File: config.mk
export PLATFORM = sky130hd
export DESIGN_NAME = cmp_share_ctrl
export DESIGN_NICKNAME = d
export VERILOG_FILES = /design/src/rtl/cmp_share_ctrl_pkg.sv /design/src/rtl/cmp_share_ctrl_rr_arbiter.sv /design/src/rtl/cmp_share_ctrl.sv
export SDC_FILE = /design/constraint.sdc
export NUM_CORES = 1
export LEC_CHECK = 0
export ABC_AREA = 1
export ABC_CLOCK_PERIOD_IN_PS = 5100
export CAP_MARGIN = 20
export CORE_ASPECT_RATIO = 1.75
export CORE_MARGIN = 4
export CORE_UTILIZATION = 40
export CTS_CLUSTER_DIAMETER = 60
export CTS_CLUSTER_SIZE = 8
export DETAILED_ROUTE_END_ITERATION = 12
export GPL_ROUTABILITY_DRIVEN = 1
export PLACE_DENSITY_LB_ADDON = 0.1
export SETUP_SLACK_MARGIN = 0.05
export SYNTH_ARGS = -nofsm -noshare
export SYNTH_HDL_FRONTEND = slang
export SYNTH_SLANG_ARGS = --single-unit
File: constraint.sdc
create_clock -name clk -period 5.1 [get_ports clk]
set_input_delay 1.53 -clock clk [delete_from_list [all_inputs] [get_ports clk]]
set_output_delay 1.53 -clock clk [all_outputs]
set_load 0.01 [all_outputs]
File: src/rtl/cmp_share_ctrl_pkg.sv
// Shared definitions for the shared 32-bit comparator controller:
// FSM state encoding, operand width and the signed-capable compare function.
package cmp_share_ctrl_pkg;

   localparam int unsigned CMP_W = 32;

   typedef enum logic [1:0] {
      CMP_IDLE = 2'd0,
      CMP_CMP  = 2'd1,
      CMP_RESP = 2'd2
   } state_t;

   typedef struct packed {
      logic gt;
      logic lt;
      logic eq;
   } cmp_res_t;

   // Differing sign bits decide a signed compare outright; otherwise magnitude wins.
   function automatic cmp_res_t cmp32(input logic [CMP_W-1:0] a,
                                      input logic [CMP_W-1:0] b,
                                      input logic             sgn);
      cmp_res_t r;
      r.eq = (a == b);
      r.gt = (a > b);
      r.lt = (a < b);
      if (sgn && (a[CMP_W-1] != b[CMP_W-1])) begin
         r.gt = b[CMP_W-1];
         r.lt = a[CMP_W-1];
      end
      return r;
   endfunction

endpackage

File: src/rtl/cmp_share_ctrl_rr_arbiter.sv
// Combinational round-robin arbiter: one-hot grant to the first requester
// after ptr (wrapping), plus the encoded grant index.
module rr_arbiter #(
   parameter int unsigned NREQ = 4,
   parameter int unsigned IDW  = 2
) (
   input  logic [NREQ-1:0] req,
   input  logic [IDW-1:0]  ptr,
   output logic [NREQ-1:0] grant,
   output logic [IDW-1:0]  gid
);

   always_comb begin
      logic found;
      grant = '0;
      gid   = '0;
      found = 1'b0;
      // Two passes: indices above ptr first, then wrap to 0..ptr.
      for (int unsigned i = 0; i < NREQ; i++) begin
         if (!found && (i > 32'(ptr)) && req[i]) begin
            found    = 1'b1;
            grant[i] = 1'b1;
            gid      = IDW'(i);
         end
      end
      for (int unsigned i = 0; i < NREQ; i++) begin
         if (!found && (i <= 32'(ptr)) && req[i]) begin
            found    = 1'b1;
            grant[i] = 1'b1;
            gid      = IDW'(i);
         end
      end
   end

endmodule

File: src/rtl/cmp_share_ctrl.sv
// Shares one signed/unsigned 32-bit comparator between NREQ requesters using
// round-robin arbitration and a single registered, id-tagged response channel.
module cmp_share_ctrl
   import cmp_share_ctrl_pkg::*;
#(
   parameter int unsigned NREQ = 4,
   parameter int unsigned IDW  = 2,
   parameter int unsigned W    = 32
) (
   input  logic            clk,
   input  logic            reset,
   input  logic [NREQ-1:0] req_valid,
   input  logic [NREQ*W-1:0] req_a,
   input  logic [NREQ*W-1:0] req_b,
   input  logic [NREQ-1:0] req_signed,
   output logic [NREQ-1:0] req_ready,
   output logic            rsp_valid,
   input  logic            rsp_ready,
   output logic [IDW-1:0]  rsp_id,
   output logic            rsp_gt,
   output logic            rsp_lt,
   output logic            rsp_eq
);

   state_t         state_q, state_d;
   logic [IDW-1:0] ptr_q, ptr_d;
   logic [W-1:0]   a_q, a_d;
   logic [W-1:0]   b_q, b_d;
   logic           sgn_q, sgn_d;
   logic [IDW-1:0] id_q, id_d;
   logic           rsp_valid_q, rsp_valid_d;
   logic [IDW-1:0] rsp_id_q, rsp_id_d;
   cmp_res_t       res_q, res_d;

   logic [NREQ-1:0] grant;
   logic [IDW-1:0]  gid;
   cmp_res_t        cmp_out;

   rr_arbiter #(
      .NREQ (NREQ),
      .IDW  (IDW)
   ) u_arb (
      .req   (req_valid),
      .ptr   (ptr_q),
      .grant (grant),
      .gid   (gid)
   );

   assign cmp_out = cmp32(a_q, b_q, sgn_q);

   always_comb begin
      req_ready = '0;
      if ((state_q == CMP_IDLE) && !reset) begin
         req_ready = grant;
      end
   end

   always_comb begin
      state_d     = state_q;
      ptr_d       = ptr_q;
      a_d         = a_q;
      b_d         = b_q;
      sgn_d       = sgn_q;
      id_d        = id_q;
      rsp_valid_d = rsp_valid_q;
      rsp_id_d    = rsp_id_q;
      res_d       = res_q;
      case (state_q)
         CMP_IDLE: begin
            if (|grant) begin
               for (int unsigned i = 0; i < NREQ; i++) begin
                  if (grant[i]) begin
                     a_d   = req_a[i*W +: W];
                     b_d   = req_b[i*W +: W];
                     sgn_d = req_signed[i];
                  end
               end
               id_d    = gid;
               ptr_d   = gid;
               state_d = CMP_CMP;
            end
         end
         CMP_CMP: begin
            res_d       = cmp_out;
            rsp_id_d    = id_q;
            rsp_valid_d = 1'b1;
            state_d     = CMP_RESP;
         end
         CMP_RESP: begin
            if (rsp_ready) begin
               rsp_valid_d = 1'b0;
               state_d     = CMP_IDLE;
            end
         end
         default: state_d = CMP_IDLE;
      endcase
   end

   always_ff @(posedge clk or posedge reset) begin
      if (reset) begin
         state_q     <= CMP_IDLE;
         ptr_q       <= IDW'(NREQ - 1);
         a_q         <= '0;
         b_q         <= '0;
         sgn_q       <= 1'b0;
         id_q        <= '0;
         rsp_valid_q <= 1'b0;
         rsp_id_q    <= '0;
         res_q       <= '0;
      end else begin
         state_q     <= state_d;
         ptr_q       <= ptr_d;
         a_q         <= a_d;
         b_q         <= b_d;
         sgn_q       <= sgn_d;
         id_q        <= id_d;
         rsp_valid_q <= rsp_valid_d;
         rsp_id_q    <= rsp_id_d;
         res_q       <= res_d;
      end
   end

   assign rsp_valid = rsp_valid_q;
   assign rsp_id    = rsp_id_q;
   assign rsp_gt    = res_q.gt;
   assign rsp_lt    = res_q.lt;
   assign rsp_eq    = res_q.eq;

endmodule

==> metrics.txt <==
status=finished, final reports clean; vias=7,382; RR Endpoint=b_q[6]; met2 WL=10,500 µm; clock transition at the registers of the reported paths=60 ps; worst flop-to-flop path startpoint=ptr_q[1]; first-pass GRT wire length=33,200 µm; fmax=0.207 GHz; worst hold path type=reg2reg; Bufs on Longest Clock Path=2; WL met1=8510 µm; Final period util=94.6%; max-slew violations=0; TritonCTS clock tree=built; initial antenna violation count=0; Critical Path RT=3570 ps; Rel. slew slack=34.8%; Starting Density=40.8%; Lkg Pwr=5.13 nW; die height=179 µm; RSZ-0062 raised after global routing=no; DRC Markers=0; Final Hold Fails=0; hold path depth=2; Setup Crit Path Kind=in2out; min-delay src=rsp_lt; commonest non-fill, non-tap cell in the layout=nand2_1; Routed Antenna Nets=0; final critical-path required period=4820 ps; Diodes inserted=0; Distinct cells, synth=26; Post-Route WL=20,500 µm; mapped cell area=0.00672 mm²; Mapped Nets=1,480; Worst Setup End Kind=output port; Post-CTS Setup Bufs=0; Cells after Synth=1,181; CP max stage delay=550 ps; DP Wirelength=15,800 µm; crit-path max FO=3; worst skew pair latency=330 ps; row cnt=62; sequential area share after synthesis=28.7%; Ys Warns=0; slowest CP cell=clkdlybuf4s50_1; Die Wd=106 µm; layout cell share with drive strength beyond 1=3.16%; area grow syn2layout=46.1%; IO buf count=276; io pins=277; total gr overflow=0; Fin Clk Skew=8.32 ps; CTS Sinks=77; Fillers=1,705; pwr/cell area=485 mW/mm²; Critical Path AT=3290 ps; H-tree Lvls=3; drt first pass iters=5; Fin Setup TNS=0 ps; gr usage total=21.3%; worst path cell trace=clkdlybuf4s50_1, nand2_1, nand4_1, nor2_1, nand3_1, nand2_2, inv_2, nor2_1, clkdlybuf4s50_1; GPL Wtd Cong=0.790; most frequent cells in the layout=nand2_1 (438), nor2_1 (302), clkdlybuf4s50_1 (276), inv_1 (118), nand3_1 (96); startpoint types=input pin; R2R setup slack=2130 ps; Slew @ Worst Pin=979 ps; initial drt markers=276; vias in the first global route=6,957; fin nets=1,717; total core area=0.0164 mm²; max-cap violations=0; die area=0.0190 mm²; TritonCTS buffer count=9; Detail Route met3 WL=1150 µm; r2r worst-path depth=14; post_cts resized=0; largest net degree at the start of global routing=78; root buf cell=clkbuf_16; top layer in use=met4; count of final setup violators=0; Tot Pwr=4.76 mW; worst vdd ir=0.312 mV; cts hold-fix bufs=0; mean post-synth cell area=5.69 µm²; Min-Delay Endpoint=rsp_lt; vias per cell=4.48; Synth Register Bits=77; post-DR wirelength/cell=12.5 µm
[final cells by class]
cell class	count	area, µm²	share of cell area, %
clock buffer	10	239	2.44
clock inverter	6	62.6	0.638
inverter	121	458	4.67
multi-input combinational	920	3970	40.5
sequential	77	1930	19.7
tap	224	280	2.86
timing repair buffer	289	2870	29.3
[per-layer routing]
metal / global-route usage [%] / up-vias
li1: - / 4024
met2: 39.6 / 212
met5: 0 / -
met3: 3.80 / 25
met1: 24.6 / 3121
met4: 5.91 / 0
[flip-flops by register name, indices dropped and copies added, names as in the netlist]
register	count
sgn_q	1
rsp_id	2
rsp_gt	1
rsp_eq	1
rsp_valid	1
state_q	2
rsp_lt	1
b_q	32
id_q	2
a_q	32
ptr_q	2
[Yosys cell counts, drive strengths merged]
master / n / share of area, %
a21o: 2 / 0.22
a21oi: 14 / 1.0
buf: 50 / 5.1
clkbuf: 13 / 0.73
dfrtp: 75 / 28
dfstp: 2 / 0.78
ha: 32 / 6.0
inv: 121 / 6.8
nand2: 444 / 25
nand3: 97 / 7.3
nand3b: 1 / 0.11
nand4: 6 / 0.56
nor2: 305 / 17
nor3: 2 / 0.15
nor4: 1 / 0.093
o211ai: 1 / 0.11
o21ai: 14 / 1.0
or2: 1 / 0.093
[stage by stage]
step                      area [µm²]  std cells  hold slack, ps  setup WS (ps)  util [%]
final                           9810       1647             479            276      59.7
after detailed placement        9510       1631             467            298      57.8
after floorplan                 6720       1181             449            472         -
after CTS                       9810       1647             484            293      59.7
after global placement          9490       1630             467            356      57.7
after global routing            9810       1647             500            170      59.7
[worst max-delay path: cells and delay by family]
kind	cells	cell delay, ps
buf+inv	3	1060
simple gates	6	720
[how the worst max path moves through the flow]
stage / from / slack [ps] / to / cells after the start
finish: req_valid[3] / 280 / req_ready[3] / 9
global route: req_valid[2] / 170 / req_ready[3] / 9
CTS: req_valid[3] / 290 / req_ready[3] / 9
detailed placement: req_valid[3] / 300 / req_ready[3] / 9
global placement: req_valid[2] / 360 / req_ready[3] / 9
floorplan: reset / 470 / req_ready[0] / 3
[cell families (layout without fill, tap and decap cells)]
| family | Yosys count | count (layout) | share of synthesized area (%) |
|---|---|---|---|
| fa+ha+maj | 32 | 32 | 5.96 |
| buf+inv | 184 | 426 | 12.6 |
| simple gates | 857 | 857 | 50.3 |
| flops | 77 | 77 | 28.7 |
| compound gates | 31 | 31 | 2.42 |
[power breakdown]
| group | switching [mW] | total (mW) | internal [mW] |
|---|---|---|---|
| combinational | 1.83 | 2.99 | 1.16 |
| clock | 0.250 | 0.641 | 0.391 |
| sequential | 0.181 | 1.12 | 0.941 |
No activity file was read; power rests on OpenSTA's default activity.
